**src/rtl/uart_pkg.sv**
```systemverilog
// ============================================================================
// Module      : uart_pkg
// Description : Shared types and constants for the UART receive datapath.
// Revision    : 1.0 - initial release
// ============================================================================
`default_nettype none

package uart_pkg;

    localparam int UART_MAX_DATA_BITS      = 8;
    localparam int UART_DEFAULT_FIFO_DEPTH = 4;

    // One received byte plus its stop-bit status; narrow bytes are zero-extended.
    typedef struct packed {
        logic                          frame_err;
        logic [UART_MAX_DATA_BITS-1:0] data;
    } rx_entry_t;

endpackage

`default_nettype wire

```
**src/rtl/sync_fifo.sv**
```systemverilog
// ============================================================================
// Module      : sync_fifo
// Description : Single-clock first-word-fall-through FIFO with wrap-bit pointers.
// Revision    : 1.0 - initial release
// ============================================================================
`default_nettype none

module sync_fifo #(
    parameter int WIDTH = 9,
    parameter int DEPTH = 4
) (
    input  logic                     clk,
    input  logic                     rst_n,
    input  logic                     push,
    input  logic [WIDTH-1:0]         push_data,
    input  logic                     pop,
    output logic [WIDTH-1:0]         pop_data,
    output logic                     full,
    output logic                     empty,
    output logic [$clog2(DEPTH):0]   count
);

    localparam int c_addr_w = $clog2(DEPTH);

    logic [WIDTH-1:0]  r_mem [DEPTH];
    logic [c_addr_w:0] r_wr_ptr;
    logic [c_addr_w:0] r_rd_ptr;

    logic w_do_push;
    logic w_do_pop;

    assign empty = (r_wr_ptr == r_rd_ptr);
    assign full  = (r_wr_ptr[c_addr_w] != r_rd_ptr[c_addr_w]) &&
                   (r_wr_ptr[c_addr_w-1:0] == r_rd_ptr[c_addr_w-1:0]);
    assign count = r_wr_ptr - r_rd_ptr;

    // A pop in the same cycle frees the head slot, so a full FIFO can still accept.
    assign w_do_pop  = pop & ~empty;
    assign w_do_push = push & (~full | w_do_pop);

    assign pop_data = r_mem[r_rd_ptr[c_addr_w-1:0]];

    always_ff @(posedge clk) begin
        if (!rst_n) begin
            r_wr_ptr <= '0;
            r_rd_ptr <= '0;
            for (int i = 0; i < DEPTH; i++) begin
                r_mem[i] <= '0;
            end
        end else begin
            if (w_do_push) begin
                r_mem[r_wr_ptr[c_addr_w-1:0]] <= push_data;
                r_wr_ptr                      <= r_wr_ptr + 1'b1;
            end
            if (w_do_pop) begin
                r_rd_ptr <= r_rd_ptr + 1'b1;
            end
        end
    end

endmodule

`default_nettype wire

```
**src/rtl/rx_byte_assembler.sv**
```systemverilog
// ============================================================================
// Module      : rx_byte_assembler
// Description : Assembles LSB-first UART bits into tagged bytes and buffers them.
// Revision    : 1.0 - initial release
// ============================================================================
`default_nettype none

module rx_byte_assembler
    import uart_pkg::*;
#(
    parameter int DATA_BITS  = UART_MAX_DATA_BITS,
    parameter int FIFO_DEPTH = UART_DEFAULT_FIFO_DEPTH
) (
    input  logic                          clk,
    input  logic                          rst_n,
    input  logic                          active_rx,
    input  logic                          bit_ready,
    input  logic                          rx_bit,
    input  logic                          done,
    input  logic                          framing_err,
    output logic [DATA_BITS-1:0]          data_out,
    output logic                          data_out_frame_err,
    output logic                          data_out_valid,
    input  logic                          data_out_ready,
    output logic [$clog2(FIFO_DEPTH):0]   fifo_count,
    output logic                          overrun,
    output logic                          len_err,
    input  logic                          clear_err
);

    localparam int                 c_cnt_w    = $clog2(DATA_BITS + 2);
    localparam logic [c_cnt_w-1:0] c_cnt_full = c_cnt_w'(DATA_BITS);
    localparam logic [c_cnt_w-1:0] c_cnt_sat  = c_cnt_w'(DATA_BITS + 1);

    logic [DATA_BITS-1:0] r_shift;
    logic [c_cnt_w-1:0]   r_count;
    logic                 r_active_d;
    logic                 r_len_err;
    logic                 r_overrun;

    logic [DATA_BITS-1:0] w_shift_nxt;
    logic [c_cnt_w-1:0]   w_count_nxt;
    logic                 w_abort;
    logic                 w_push;
    logic                 w_pop;
    logic                 w_drop;
    logic                 w_full;
    logic                 w_empty;
    rx_entry_t            w_push_entry;
    rx_entry_t            w_pop_entry;

    // A bit arriving with done is folded in before the frame is judged.
    always_comb begin
        w_shift_nxt = r_shift;
        w_count_nxt = r_count;
        if (bit_ready) begin
            w_shift_nxt = {rx_bit, r_shift[DATA_BITS-1:1]};
            if (r_count != c_cnt_sat) begin
                w_count_nxt = r_count + 1'b1;
            end
        end
    end

    always_comb begin
        w_push_entry                     = '0;
        w_push_entry.frame_err           = framing_err;
        w_push_entry.data[DATA_BITS-1:0] = w_shift_nxt;
    end

    assign w_abort = r_active_d & ~active_rx & ~done;
    assign w_push  = done & (w_count_nxt == c_cnt_full);
    assign w_pop   = data_out_ready & ~w_empty;
    assign w_drop  = w_push & w_full & ~w_pop;

    always_ff @(posedge clk) begin
        if (!rst_n) begin
            r_shift    <= '0;
            r_count    <= '0;
            r_active_d <= 1'b0;
            r_len_err  <= 1'b0;
            r_overrun  <= 1'b0;
        end else begin
            r_active_d <= active_rx;
            if (done || w_abort) begin
                r_shift <= '0;
                r_count <= '0;
            end else begin
                r_shift <= w_shift_nxt;
                r_count <= w_count_nxt;
            end
            r_len_err <= done & (w_count_nxt != c_cnt_full);
            if (w_drop) begin
                r_overrun <= 1'b1;
            end else if (clear_err) begin
                r_overrun <= 1'b0;
            end
        end
    end

    sync_fifo #(
        .WIDTH ($bits(rx_entry_t)),
        .DEPTH (FIFO_DEPTH)
    ) u_fifo (
        .clk       (clk),
        .rst_n     (rst_n),
        .push      (w_push),
        .push_data (w_push_entry),
        .pop       (w_pop),
        .pop_data  (w_pop_entry),
        .full      (w_full),
        .empty     (w_empty),
        .count     (fifo_count)
    );

    assign data_out           = w_pop_entry.data[DATA_BITS-1:0];
    assign data_out_frame_err = w_pop_entry.frame_err;
    assign data_out_valid     = ~w_empty;
    assign overrun            = r_overrun;
    assign len_err            = r_len_err;

endmodule

`default_nettype wire

```
**config.mk**
```make
export PLATFORM = sky130hd
export DESIGN_NAME = rx_byte_assembler
export DESIGN_NICKNAME = d
export VERILOG_FILES = /design/src/rtl/uart_pkg.sv /design/src/rtl/sync_fifo.sv /design/src/rtl/rx_byte_assembler.sv
export SDC_FILE = /design/constraint.sdc
export NUM_CORES = 1
export LEC_CHECK = 0
export ABC_AREA = 1
export CAP_MARGIN = 40
export CORE_MARGIN = 2
export CORE_UTILIZATION = 30
export CTS_CLUSTER_DIAMETER = 120
export DETAILED_ROUTE_END_ITERATION = 10
export PLACE_DENSITY = 0.5
export SLEW_MARGIN = 20
export SYNTH_ARGS = -nofsm -noshare
export SYNTH_HDL_FRONTEND = slang
export SYNTH_HIERARCHICAL = 1
export SYNTH_SLANG_ARGS = --single-unit
```
**constraint.sdc**
```tcl
create_clock -name clk -period 5.4 [get_ports clk]
set_clock_uncertainty 0.1 [all_clocks]
set_input_delay 0.54 -clock clk [delete_from_list [all_inputs] [get_ports clk]]
set_output_delay 0.54 -clock clk [all_outputs]
set_load 0.005 [all_outputs]
```
==> impl_metrics.json, run 1 <==
{
  "outcome": "completed",
  "fin_ws_ns": 1.13,
  "cts_resized": 0,
  "setup_viol": 0,
  "ant_nets": 0,
  "powerDensity_nw_per_um2": 293,
  "critPathMaxFanout": 21,
  "swShare_pct": 21.0,
  "synthDistinctLibCells": 30,
  "combinationalPowerShare_pct": 5.0,
  "worstSetupPathType": "flop to flop",
  "layout.nets": 344,
  "ys_ff_latch": 59,
  "final_cell_mix": "47 x nor2_1, 44 x inv_1, 36 x edfxtp_1",
  "clk_pin_slew_ns": 0.07,
  "dpl_worst_slack_ns": 1.07,
  "grt.total_usage_pct": 12.8,
  "cp_data_arrival_time_ns": 4.15,
  "p_switching_uw": 216,
  "grt_pass1_wl_mm": 10.0,
  "cts_root_buf": "clkbuf_8",
  "min_to": "overrun",
  "cts_tree": "built",
  "cts_hold_repair.buffers": 0,
  "core_area_um2": 9640,
  "period_share_pct": 79.1,
  "grt_overflow": 0,
  "start_util_pct": 30.4,
  "ys_seq_area_share_pct": 52.6,
  "internal_power_uw": 814,
  "cts_buffers": 9,
  "dp_hpwl_mm": 4.23,
  "antenna_found_initial": 0,
  "hold_violations": 0,
  "routabilityCongestion": 0.786,
  "grt_pass1_vias": 2008,
  "diodes": 0,
  "placedCellCount": 450,
  "r2r_cells": 11,
  "syn_inst": 303,
  "hp-start": "overrun",
  "post-cts-setup-buffer-count": 0,
  "slew_viol_final": 0,
  "hold_class": "flop to flop",
  "critPathLaunchType": "flop",
  "power_frac_clock_pct": 47.2,
  "portBuffers": 23,
  "io_pins": 24,
  "vias_per_cell": 4.38,
  "synth_area_leader_cell": "edfxtp_1",
  "die_h_um": 103,
  "die_area_um2": 10600,
  "grt_max_degree": 22,
  "end_kind": "flop",
  "die_w_um": 103,
  "r2r-end": "u_fifo/r_mem[0][3]",
  "area.growth.synth_to_final_pct": 20.0,
  "synth_area_um2": 2930,
  "postSynthAreaPerCell_um2": 9.66,
  "drive_gt1_share_pct": 19.2,
  "clockBufferDepth": 2,
  "drcViolationCount": 0,
  "drtIter0Drc": 50,
  "rsz0062_at_grt": "no",
  "num_vias": 2042,
  "tightest_slew_ns": 0.696,
  "fmax_mhz": 234,
  "p_leak_uw": 0.00134,
  "syn_nets": 319,
  "seq_power_share_pct": 47.8,
  "fin_tns_setup_ns": 0,
  "synth.top_cell.area_share_pct": 36.9,
  "whs_path_depth": 2,
  "htree_levels": 3,
  "synth_area_leaders": "edfxtp_1 37%, dfxtp_1 16%, nor3_2 9.2%",
  "rows": 36,
  "ir_drop_mv": 0.145,
  "wl_per_cell_um": 12.8,
  "finalWirelength_mm": 5.97,
  "cp.required_ns": 5.28,
  "r2r_start": "u_fifo/r_wr_ptr[0]",
  "final_common_cell": "nor2_1",
  "fin_crit_ns": 4.27,
  "rrSetupSlack_ns": 1.13,
  "yosys_warnings": 6,
  "cts.sinks": 59,
  "relSlewSlack_pct": 53.5,
  "clk_latency_ns": 0.34,
  "stdcell_count": 466,
  "drv_cap": 0,
  "first_pass_iters": 4
}
[state kept, by name, summed over array words and instances, names as in the netlist, named ones only]
register and count:
overrun 1, r_shift 8, r_count 4, u_fifo/r_wr_ptr 3
u_fifo/r_mem 36, u_fifo/r_rd_ptr 3, r_active_d 1, len_err 1
[synthesized netlist by cell type]
cell type	number
xor2_1	2
nand2_1	27
nor3_2	27
or2_2	8
nand2_2	2
nor3_1	1
clkbuf_1	3
dfxtp_1	23
nand3_4	1
nand3_2	2
fa_1	1
buf_6	3
ha_1	6
o22ai_1	9
inv_1	44
o21ai_2	1
o21ai_1	1
nor2_1	47
o21ai_0	30
buf_2	6
xnor2_1	1
nand3_1	6
nor2_2	2
nand3b_1	1
o211ai_1	1
nand4_4	2
nand4_1	2
a21oi_1	7
inv_2	1
edfxtp_1	36
[worst max path at each step]
| stage | start | endpoint | slack, ns | cells past startpoint |
|---|---|---|---|---|
| 6_report | u_fifo/r_wr_ptr[0] | u_fifo/r_mem[0][3] | 1.13 | 11 |
| 5_1_grt | u_fifo/r_wr_ptr[0] | u_fifo/r_mem[0][4] | 0.87 | 11 |
| 4_1_cts | u_fifo/r_wr_ptr[0] | u_fifo/r_mem[0][0] | 1.05 | 11 |
| 3_5_place_dp | u_fifo/r_wr_ptr[0] | u_fifo/r_mem[0][0] | 1.07 | 11 |
| 3_3_place_gp | u_fifo/r_wr_ptr[0] | u_fifo/r_mem[0][0] | 1.31 | 11 |
| 2_1_floorplan | u_fifo/r_wr_ptr[0] | u_fifo/r_mem[1][0] | 2.24 | 12 |
[metal layers]
| layer | vias up | global-route usage [%] | wire length (µm) |
|---|---|---|---|
| met3 | 6 | 4.81 | 229 |
| met5 | - | 0 | 0 |
| met4 | 0 | 4.96 | 73 |
| met2 | 30 | 19.6 | 2710 |
| met1 | 946 | 16.5 | 2960 |
| li1 | 1060 | - | - |
[cell families after synthesis]
group	after synthesis	synth area share (%)
AO/OA/AOI/OAI	49	8.97
XOR/XNOR	3	0.898
adder cells (fa/ha/maj)	7	3.25
buffers and inverters	57	8.33
flip-flops	59	52.6
AND/OR/NAND/NOR	128	25.9
[power groups by stage]
| stage | sequential (µW) | combinational [µW] | clock, µW |
|---|---|---|---|
| 2_1_floorplan | 501 | 30.1 | 0 |
| 3_3_place_gp | 502 | 52.3 | 0 |
| 3_5_place_dp | 502 | 53.0 | 0 |
| 4_1_cts | 492 | 53.2 | 498 |
| 5_1_grt | 493 | 58.1 | 522 |
| 6_report | 492 | 51.9 | 486 |
[area by class of cell]
cell class              instances  area, µm²
clock buffers                   9        124
clock inverters                 7        116
fillers                       999       6130
inverters                      45        169
multi-input cells             187       1140
flip-flops and latches         59       1540
well taps                     133        166
repair buffers                 26        253
[through the flow]
step	total power, µW	util (%)	instance area [µm²]	hold WS (ns)
floorplan	531	-	2930	0.356
global placement	555	33.9	3260	0.366
detailed placement	555	33.9	3270	0.367
CTS	1040	36.4	3510	0.388
global route	1070	36.4	3510	0.419
finish	1030	36.4	3510	0.388
[worst max-delay path, cell delays in order, from the launching register on]
cell     delay, ns
dfxtp_1       0.77
inv_1         0.50
ha_1          0.43
nand2_1       0.09
inv_1         0.07
nand2_1       0.16
inv_1         0.07
nor2_1        0.35
inv_1         0.14
nand3_4       0.16
nand4_4       0.38
o21ai_2       0.68
Power figures use the tool's default switching activity.
==> run 2, diff against run 1 <==
clock period = 4.3 ns   (was 5.4 ns; I/O delays follow)
==> impl_metrics.json, run 2 (same netlist as run 1, synthesis figures left out) <==
{
  "p_total_uw": 1110,
  "fmax_mhz": 288,
  "wl_per_cell_um": 13.2,
  "end_kind": "flop",
  "dpl_worst_slack_ns": 0.853,
  "powerDensity_nw_per_um2": 322,
  "cp_data_arrival_time_ns": 3.35,
  "antenna_found_initial": 0,
  "rows": 36,
  "critPathLaunchType": "flop",
  "drive_gt1_share_pct": 19.6,
  "dp_hpwl_mm": 4.31,
  "ir_drop_mv": 0.129,
  "die_h_um": 103,
  "tightest_slew_ns": 0.652,
  "die_area_um2": 10600,
  "clockBufferDepth": 2,
  "area.growth.synth_to_final_pct": 18.0,
  "clk_pin_slew_ns": 0.07,
  "finalWirelength_mm": 6.17,
  "slew_viol_final": 0,
  "rsz0062_at_grt": "no",
  "num_vias": 2054,
  "core_area_um2": 9640,
  "layout.nets": 347,
  "start_util_pct": 30.4,
  "cts_buffers": 9,
  "largest-register": "u_fifo/r_mem",
  "period_share_pct": 80.7,
  "ant_nets": 0,
  "fin_tns_setup_ns": 0,
  "grt.total_usage_pct": 12.8,
  "cts_hold_repair.buffers": 0,
  "clk_latency_ns": 0.34,
  "die_w_um": 103,
  "post-cts-setup-buffer-count": 0,
  "fin_ws_ns": 0.829,
  "largest_reg_flops": 36,
  "p_leak_uw": 0.00131,
  "cts.sinks": 59,
  "drtIter0Drc": 60,
  "first_pass_iters": 4,
  "fin_crit_ns": 3.47,
  "outcome": "completed",
  "rrSetupSlack_ns": 0.83,
  "diodes": 0,
  "cts_root_buf": "clkbuf_8",
  "grt_pass1_wl_mm": 10.1,
  "hold_class": "flop to flop",
  "grt_max_degree": 20,
  "cp.required_ns": 4.17,
  "htree_levels": 3,
  "setup_viol": 0,
  "critPathMaxFanout": 12,
  "grt_pass1_vias": 2036,
  "reg.largest.list": "u_fifo/r_mem: 36 flops, r_shift: 8 flops, r_count: 4 flops",
  "io_pins": 24,
  "worstSetupPathType": "flop to flop",
  "relSlewSlack_pct": 56.5,
  "cts_tree": "built",
  "routabilityCongestion": 0.789,
  "drv_cap": 0,
  "final_common_cell": "nor2_1",
  "drcViolationCount": 0,
  "hold_violations": 0,
  "final_cell_mix": "47 x nor2_1, 44 x inv_1, 36 x edfxtp_1",
  "portBuffers": 23,
  "cts_resized": 0,
  "grt_overflow": 0,
  "vias_per_cell": 4.38
}
[run 2: cell types whose count changed in the layout (fill, tap and decap cells not counted)]
cell        previous run  this run
clkinv_4               2         0
bufinv_16              3         0
clkinv_1               1         0
clkbuf_1               0         2
clkinv_2               1         3
clkinvlp_4             0         2
buf_4                  3         6
[run 2: metrics by stage]
stage                     cells  cell area [µm²]  hold WS, ns  utilization [%]
after floorplan             303             2930        0.356                -
after CTS                   469             3460        0.380             35.9
after detailed placement    453             3290        0.367             34.2
after global placement      452             3290        0.362             34.1
after global routing        469             3460        0.407             35.9
final                       469             3460        0.374             35.9
[run 2: routing by layer]
metal / wire (µm) / up-vias / global-route usage [%]
met5: 0 / - / 0
li1: - / 1062 / -
met2: 2830 / 35 / 19.7
met3: 230 / 9 / 3.93
met4: 97 / 0 / 4.45
met1: 3020 / 948 / 17.1
[run 2: final timing paths]
check,start,endpoint,depth (start not counted)
worst max-delay path,u_fifo/r_wr_ptr[0],u_fifo/r_mem[3][7],13
worst max register to register,u_fifo/r_wr_ptr[0],u_fifo/r_mem[3][7],13
worst min-delay path,overrun,overrun,2
worst min register to register,overrun,overrun,2
[run 2: critical path, cell delays in order (launching register included)]
cell     delay (ns)
dfxtp_1        0.71
inv_1          0.14
ha_1           0.33
nand2_1        0.09
inv_1          0.08
nand2_1        0.16
inv_1          0.08
nor2_1         0.35
inv_1          0.13
nand3_4        0.15
nand2_1        0.09
nand2_1        0.12
nand2_2        0.07
nor2_2         0.51
[run 2: layout make-up]
type,count,area [µm²]
sequential,59,1540
fill,1009,6180
inverter,45,169
tap,133,166
multi-input combinational,187,1140
timing repair buffer,29,275
clock buffer,11,131
clock inverter,5,30.0
[run 2: report_power, final]
group          internal (µW)  total, µW  switching (µW)
sequential               613        618            4.97
combinational           25.3       65.8            40.5
clock                    206        430             224
==> run 3, diff against run 2 <==
PLACE_DENSITY = 0.51   (was 0.5)
clock period = 2.8 ns   (was 4.3 ns; I/O delays follow)
==> impl_metrics.json, run 3 (same netlist as run 1, synthesis figures left out) <==
{
  "antenna_found_initial": 0,
  "post-cts-setup-buffer-count": 0,
  "final_cell_mix": "47 x nor2_1, 44 x inv_1, 36 x edfxtp_1",
  "hold_violations": 0,
  "fin_crit_ns": 2.44,
  "end_kind": "flop",
  "cts.sinks": 59,
  "diodes": 0,
  "cts_root_buf": "clkbuf_8",
  "die_w_um": 103,
  "layout.nets": 354,
  "grt_overflow": 0,
  "finish.instance_area_um2": 3570,
  "cts_resized": 0,
  "p_leak_uw": 0.00137,
  "tightest_slew_ns": 0.562,
  "largest-register": "u_fifo/r_mem",
  "die_h_um": 103,
  "setup_viol": 0,
  "r2r_cells": 14,
  "io_pins": 24,
  "cts_buffers": 9,
  "slew_viol_final": 0,
  "finalWirelength_mm": 6.07,
  "cp_data_arrival_time_ns": 2.38,
  "drive_gt1_share_pct": 21.6,
  "die_area_um2": 10600,
  "clk_latency_ns": 0.34,
  "grt_pass1_vias": 2007,
  "post_dp_cell_area_um2": 3360,
  "critPathLaunchType": "flop",
  "first_pass_iters": 4,
  "drcViolationCount": 0,
  "cts_tree": "built",
  "routabilityCongestion": 0.765,
  "num_vias": 2033,
  "slowest_stage": "dfxtp_1",
  "final_common_cell": "nor2_1",
  "grt_max_degree": 19,
  "grt.total_usage_pct": 13.0,
  "fmax_mhz": 410,
  "grt_pass1_wl_mm": 10.2,
  "wl_per_cell_um": 12.7,
  "drv_cap": 0,
  "dp_hpwl_mm": 4.52,
  "rsz0062_at_grt": "no",
  "rrSetupSlack_ns": 0.36,
  "outcome": "completed",
  "clockBufferDepth": 2,
  "cpPeakStageDelay_ns": 0.36,
  "core_area_um2": 9640,
  "period_share_pct": 87.2,
  "fin_tns_setup_ns": 0,
  "rows": 36,
  "reg.largest.list": "u_fifo/r_mem: 36 flops, r_shift: 8 flops, r_count: 4 flops",
  "cts_hold_repair.buffers": 0,
  "start_util_pct": 30.4,
  "cp.required_ns": 2.74,
  "hold_class": "flop to flop",
  "area.growth.synth_to_final_pct": 21.8,
  "p_total_uw": 1890,
  "ir_drop_mv": 0.316,
  "critPathMaxFanout": 9,
  "clk_pin_slew_ns": 0.06,
  "critical_path.cell_chain": "inv_1 -> ha_1 -> nand2_1 -> inv_1 -> nand2_1 -> inv_1 -> nor2_1 -> inv_1 -> nand3_4 -> nand2_1 -> nand2_1 -> nand2_2 -> nor2_2 -> buf_4",
  "relSlewSlack_pct": 62.4,
  "drtIter0Drc": 72,
  "vias_per_cell": 4.27,
  "ant_nets": 0,
  "worstSetupPathType": "flop to flop",
  "portBuffers": 23,
  "powerDensity_nw_per_um2": 529,
  "whs_path_depth": 2,
  "holdWs_ns": 0.380,
  "htree_levels": 3,
  "largest_reg_flops": 36
}
-- run 3: cell count changes in the layout (fill, tap and decap cells not counted), sizes merged --
cell / before / now
buf: 6 / 13
clkinv: 3 / 2
clkinvlp: 2 / 1
bufinv: 0 / 2
-- run 3: final cells by class --
type                    instances  area (µm²)
fillers                      1003        6070
flip-flops and latches         59        1540
multi-input cells             187        1150
repair buffers                 36         328
inverters                      45         169
well taps                     133         166
clock buffers                  11         131
clock inverters                 5        77.6
-- run 3: critical path, delay by kind of cell, from the launching register on --
family | cells | cell delay, ns
buf+inv | 5 | 0.52
flops | 1 | 0.36
fa+ha+maj | 1 | 0.26
simple gates | 8 | 0.92
-- run 3: per-layer routing --
layer / part of all wire (%) / GRT usage (%) / vias up
li1: - / - / 1076
met2: 47 / 20.1 / 41
met3: 4.8 / 4.68 / 6
met5: 0 / 0 / -
met4: 1.3 / 4.55 / 0
met1: 47 / 17.0 / 910
-- run 3: worst paths after layout --
path	from	end
worst max register to register	u_fifo/r_rd_ptr[1]	u_fifo/r_mem[3][4]
worst max-delay path	u_fifo/r_rd_ptr[1]	u_fifo/r_mem[3][4]
worst min-delay path	overrun	overrun
worst min register to register	overrun	overrun
-- run 3: power by group --
group	internal, µW	switching [µW]	leakage (µW)
combinational	42.3	63.8	0.000707
sequential	942	8.24	0.000558
clock	498	333	0.000103
-- run 3: stage by stage --
stage / setup WS [ns] / utilization, % / cells
6_report: 0.359 / 37.0 / 476
5_1_grt: 0.0672 / 37.0 / 476
4_1_cts: 0.326 / 37.0 / 476
3_5_place_dp: 0.165 / 34.8 / 460
3_3_place_gp: 0.187 / 34.8 / 460
2_1_floorplan: -0.118 / - / 303
==> patch 1: new RTL, flow settings as in run 3 <==
The output `len_err` loses its register stage (`r_len_err` becomes a continuous assignment).
--- a/src/rtl/rx_byte_assembler.sv
+++ b/src/rtl/rx_byte_assembler.sv
@@ -77,7 +77,6 @@
             r_shift    <= '0;
             r_count    <= '0;
             r_active_d <= 1'b0;
-            r_len_err  <= 1'b0;
             r_overrun  <= 1'b0;
         end else begin
             r_active_d <= active_rx;
@@ -88,7 +87,6 @@
                 r_shift <= w_shift_nxt;
                 r_count <= w_count_nxt;
             end
-            r_len_err <= done & (w_count_nxt != c_cnt_full);
             if (w_drop) begin
                 r_overrun <= 1'b1;
             end else if (clear_err) begin
@@ -96,6 +94,8 @@
             end
         end
     end
+
+    assign r_len_err = done & (w_count_nxt != c_cnt_full);
 
     sync_fifo #(
         .WIDTH ($bits(rx_entry_t)),
Check against the original RTL: not equivalent (a bounded check fails within 4 cycles, from zero or initial values and one cycle with rst_n low).
==> patch 1 against run 3 <==
  * Area after synthesis fell by 0.21%
  * Sequential cell count shrank 1
  * Core utilization up 0.28 points
  * Count of clock-buffer cells in the layout fell by 2
  * Power decreased by 6.0%
  * Setup slack got worse by 0.013 ns
  * Cell area grew 0.28%
  * Routed wire length fell by 0.33%
  * Critical path type is now input port to output pin
  * Critical endpoint is now len_err
  * Largest cell class unchanged
  * Highest routed layer unchanged
==> patch 1: results (changes against run 3) <==
[finish]
clock_area_share_pct = 5.14  ; was 5.86%
drive_above_1_share_pct = 24.1  ; was 21.6%
fin_area_sq_um = 3580  ; was 3570 sq um
bufAreaShareNonClock_pct = 10.1  ; was 9.19%
seq_share_pct = 42.5  ; was 43.2%
layoutNonFillerInstCount = 477  ; was 476
nNetsFinal = 355  ; was 354
multi_input_area_sq_um = 1170  ; was 1150 sq um
fillers = 990  ; was 1,003

[global_routing]
grt_pass1_vias = 2125  ; was 2,007
grt_use_met3_pct = 2.64  ; was 4.68%
grtUsageMet2_pct = 21.6  ; was 20.1%
grt_pass1_wl_um = 10100  ; was 10,200 um
grt_use_met1_pct = 15.6  ; was 17.0%

[setup_path]
critPathMaxFanout = 8  ; was 9
r2r_end = u_fifo/r_mem[1][6]  ; was u_fifo/r_mem[3][4]
crit_slowest_cell = clkdlybuf4s50_1  ; was dfxtp_1
rr_worst_depth = 11  ; was 14
cpPeakStageDelay_ns = 0.65  ; was 0.36 ns

[synthesis]
synth-adder-area-share_pct = 3.25  ; about the same
ys_seq_elements = 58  ; was 59
yosys-top-cells-count = nor2_1 (45), inv_1 (43), edfxtp_1 (36), o21ai_0 (30), nor3_2 (27)  ; was nor2_1 (47), inv_1 (44), edfxtp_1 (36), o21ai_0 (30)
seq_area_frac_synth_pct = 52.1  ; was 52.6%
synth_compound_area_share_pct = 9.29  ; was 8.97%
synth.avg_cell_area_sq_um = 9.71  ; was 9.66 sq um
synthTopCellsByArea = edfxtp_1 (37%), dfxtp_1 (15%), nor3_2 (9.3%), nor2_1 (5.8%), inv_1 (5.5%)  ; was edfxtp_1 (37%), dfxtp_1 (16%), nor3_2 (9.2%), nor2_1 (6.0%), inv_1 (5.6%)
synth_nets = 317  ; was 319
synth_xor_area_share_pct = 0.899  ; was 0.897%

[timing]
worst_pin_slew_ns = 0.628  ; was 0.562 ns
holdWs_ns = 0.366  ; was 0.380 ns
fin_ws_ns = 0.346  ; was 0.359 ns

[place]
dp_hpwl_um = 4370  ; was 4520 um
place_ws_ns = 0.120  ; was 0.165 ns
dp_cells = 461  ; was 460
dpl_cell_area_sq_um = 3390  ; was 3360 sq um

[detailed_routing]
met1Wirelength_um = 2850  ; was 2870 um
drtIter0Drc = 81  ; was 72
met2_wirelength_um = 2950  ; was 2820 um

[floorplanning]
core_area_sq_um = 9590  ; was 9640 sq um

[power]
p_clk_share_pct = 41.2  ; was 44.0%
p_seq_mw = 0.934  ; was 0.950 mW
sw_frac_of_total_pct = 22.7  ; was 21.4%
power.leakage_nw = 1.37  ; about the same
vdd_drop_max_uv = 219  ; was 316 uV

[outcome]
run_status = finished clean  ; unchanged

## patch 1: how the worst max path moves through the flow
| stage | from | end | cells past startpoint |
|---|---|---|---|
| 2_1_floorplan | u_fifo/r_wr_ptr[0] | u_fifo/r_mem[3][0] | 14 |
| 3_3_place_gp | bit_ready | u_fifo/r_mem[1][8] | 10 |
| 3_5_place_dp | bit_ready | u_fifo/r_mem[1][8] | 10 |
| 4_1_cts | u_fifo/r_wr_ptr[0] | u_fifo/r_mem[1][6] | 11 |
| 5_1_grt | u_fifo/r_wr_ptr[0] | u_fifo/r_mem[3][4] | 14 |
| 6_report | bit_ready | len_err | 8 |
## patch 1: critical path, delay by kind of cell
| family | cells | cell delay (ns) |
|---|---|---|
| and+or+nand+nor | 5 | 0.46 |
| AOI/OAI and AO/OA | 1 | 0.16 |
| buffers and inverters | 2 | 1.18 |
==> patch 2: new RTL, flow settings as in run 3 <==
Without the edit above. Set the package constant `UART_DEFAULT_FIFO_DEPTH` to 8 (it was 4).
--- a/src/rtl/uart_pkg.sv
+++ b/src/rtl/uart_pkg.sv
@@ -8,7 +8,7 @@
 package uart_pkg;
 
     localparam int UART_MAX_DATA_BITS      = 8;
-    localparam int UART_DEFAULT_FIFO_DEPTH = 4;
+    localparam int UART_DEFAULT_FIFO_DEPTH = 8;
 
     // One received byte plus its stop-bit status; narrow bytes are zero-extended.
     typedef struct packed {
Ports: changed (resized fifo_count); port bits go from 24 to 25. No check against the original RTL was run, so the function may have changed too.
==> patch 2 against run 3 <==
  * Routed wire length rose by 90%
  * Power increased by 65%
  * Sequential cell count rose by 39
  * Cell area grew 57%
  * Area after synthesis rose by 59%
  * Setup slack got worse by 0.17 ns
  * Maximum frequency shrank 6.5%
  * Largest power group unchanged
==> patch 2: results (changes against run 3) <==
[outcome]
run_status = finished clean  ; unchanged

[synthesis]
synth-edff-count = 72  ; was 36
yosys-top-cells-count = nor2_1 (135), edfxtp_1 (72), nand2_1 (72), o21ai_0 (45), inv_1 (41)  ; was nor2_1 (47), inv_1 (44), edfxtp_1 (36), o21ai_0 (30)
synth_compound_area_share_pct = 8.56  ; was 8.97%
synth_xor_area_share_pct = 0.942  ; was 0.897%
synth_cell_types = 31  ; was 30

[setup_path]
rr_worst_depth = 12  ; was 14
rrSetupSlack_ns = 0.33  ; was 0.36 ns
critPathMaxFanout = 11  ; was 9
cp.arrival_ns = 2.23  ; was 2.38 ns
r2r_end = u_fifo/r_mem[7][8]  ; was u_fifo/r_mem[3][4]

[power]
p_comb_share_pct = 4.6  ; was 5.6%
power.leakage_nw = 2.22  ; was 1.37 nW
vdd_drop_max_uv = 226  ; was 316 uV
p_int_mw = 2.48  ; was 1.48 mW

[detailed_routing]
wl_per_cell_um = 15.8  ; was 12.7 um
first_pass_iters = 5  ; was 4
drtIter0Drc = 306  ; was 72

[timing]
slew-limit-headroom_pct = 67.9  ; was 62.4%
holdWs_ns = 0.366  ; was 0.380 ns

[global_routing]
antenna_found_initial = 0  ; unchanged
grt_max_degree = 37  ; was 19
grt_pass1_wl_um = 18300  ; was 10,200 um
grt_use_total_pct = 14.7  ; was 13.0%
grt_pass1_vias = 3438  ; was 2,007

[finish]
reg_top3 = u_fifo/r_mem x72, r_shift x8  ; was u_fifo/r_mem x36, r_shift x8, r_count x4
nNetsFinal = 553  ; was 354
drive_above_1_share_pct = 12.6  ; was 21.6%

[clock_tree]
cts_root_buf = clkbuf_16  ; was clkbuf_8

[place]
place_ws_ns = 0.0992  ; was 0.165 ns
dpl_cell_area_sq_um = 5240  ; was 3360 sq um
port_buffers = 24  ; was 23
dp_hpwl_um = 8070  ; was 4520 um

## patch 2: cell types whose count changed after synthesis, sizes merged, moves of 6 or more
cell           run 3  this run
edfxtp            36        72
o21ai             32        46
nand2             29        72
clkbuf             3        10
nand4              4        10
nor3              28         6
nor2              49       136
o22ai              9        18
## patch 2: worst max-delay path by stage
stage          cells past startpoint          startpoint                  to  slack (ns)
3_5_place_dp                      10           bit_ready  u_fifo/r_mem[3][0]         0.1
3_3_place_gp                      10           bit_ready  u_fifo/r_mem[3][0]        0.14
4_1_cts                            6           flip-flop         data_out[5]        0.08
6_report                           6           flip-flop         data_out[7]        0.19
2_1_floorplan                     13  u_fifo/r_wr_ptr[0]  u_fifo/r_mem[0][0]        0.03
5_1_grt                           12  u_fifo/r_rd_ptr[1]  u_fifo/r_mem[7][0]        0.06
## patch 2: area by class of cell
type / instances / area (sq um)
fill: 1515 / 9560
inverter: 48 / 185
tap: 188 / 235
timing repair buffer: 48 / 445
multi-input combinational: 331 / 1710
clock inverter: 4 / 73.8
sequential: 98 / 2680
clock buffer: 12 / 258
## patch 2: critical path: stages, from the launching register on
cell,delay [ns]
dfxtp_1,0.60
buf_4,0.24
o21ai_0,0.11
o22ai_1,0.20
nand2_1,0.14
nand2_1,0.10
clkdlybuf4s50_1,0.49
## patch 2: per-stage QoR
step	power, mW	util (%)	std cells
floorplan	1.71	-	495
global placement	1.78	34.5	710
detailed placement	1.79	34.6	711
CTS	3.15	36.8	727
global route	3.21	36.9	729
finish	3.12	36.9	729
## patch 2: layer usage
layer	GRT usage [%]	vias up	share of wire [%]
li1	-	1730	-
met1	19.5	1655	44
met2	23.7	131	47
met3	2.33	19	7.1
met4	7.11	0	2.6
met5	0	-	0
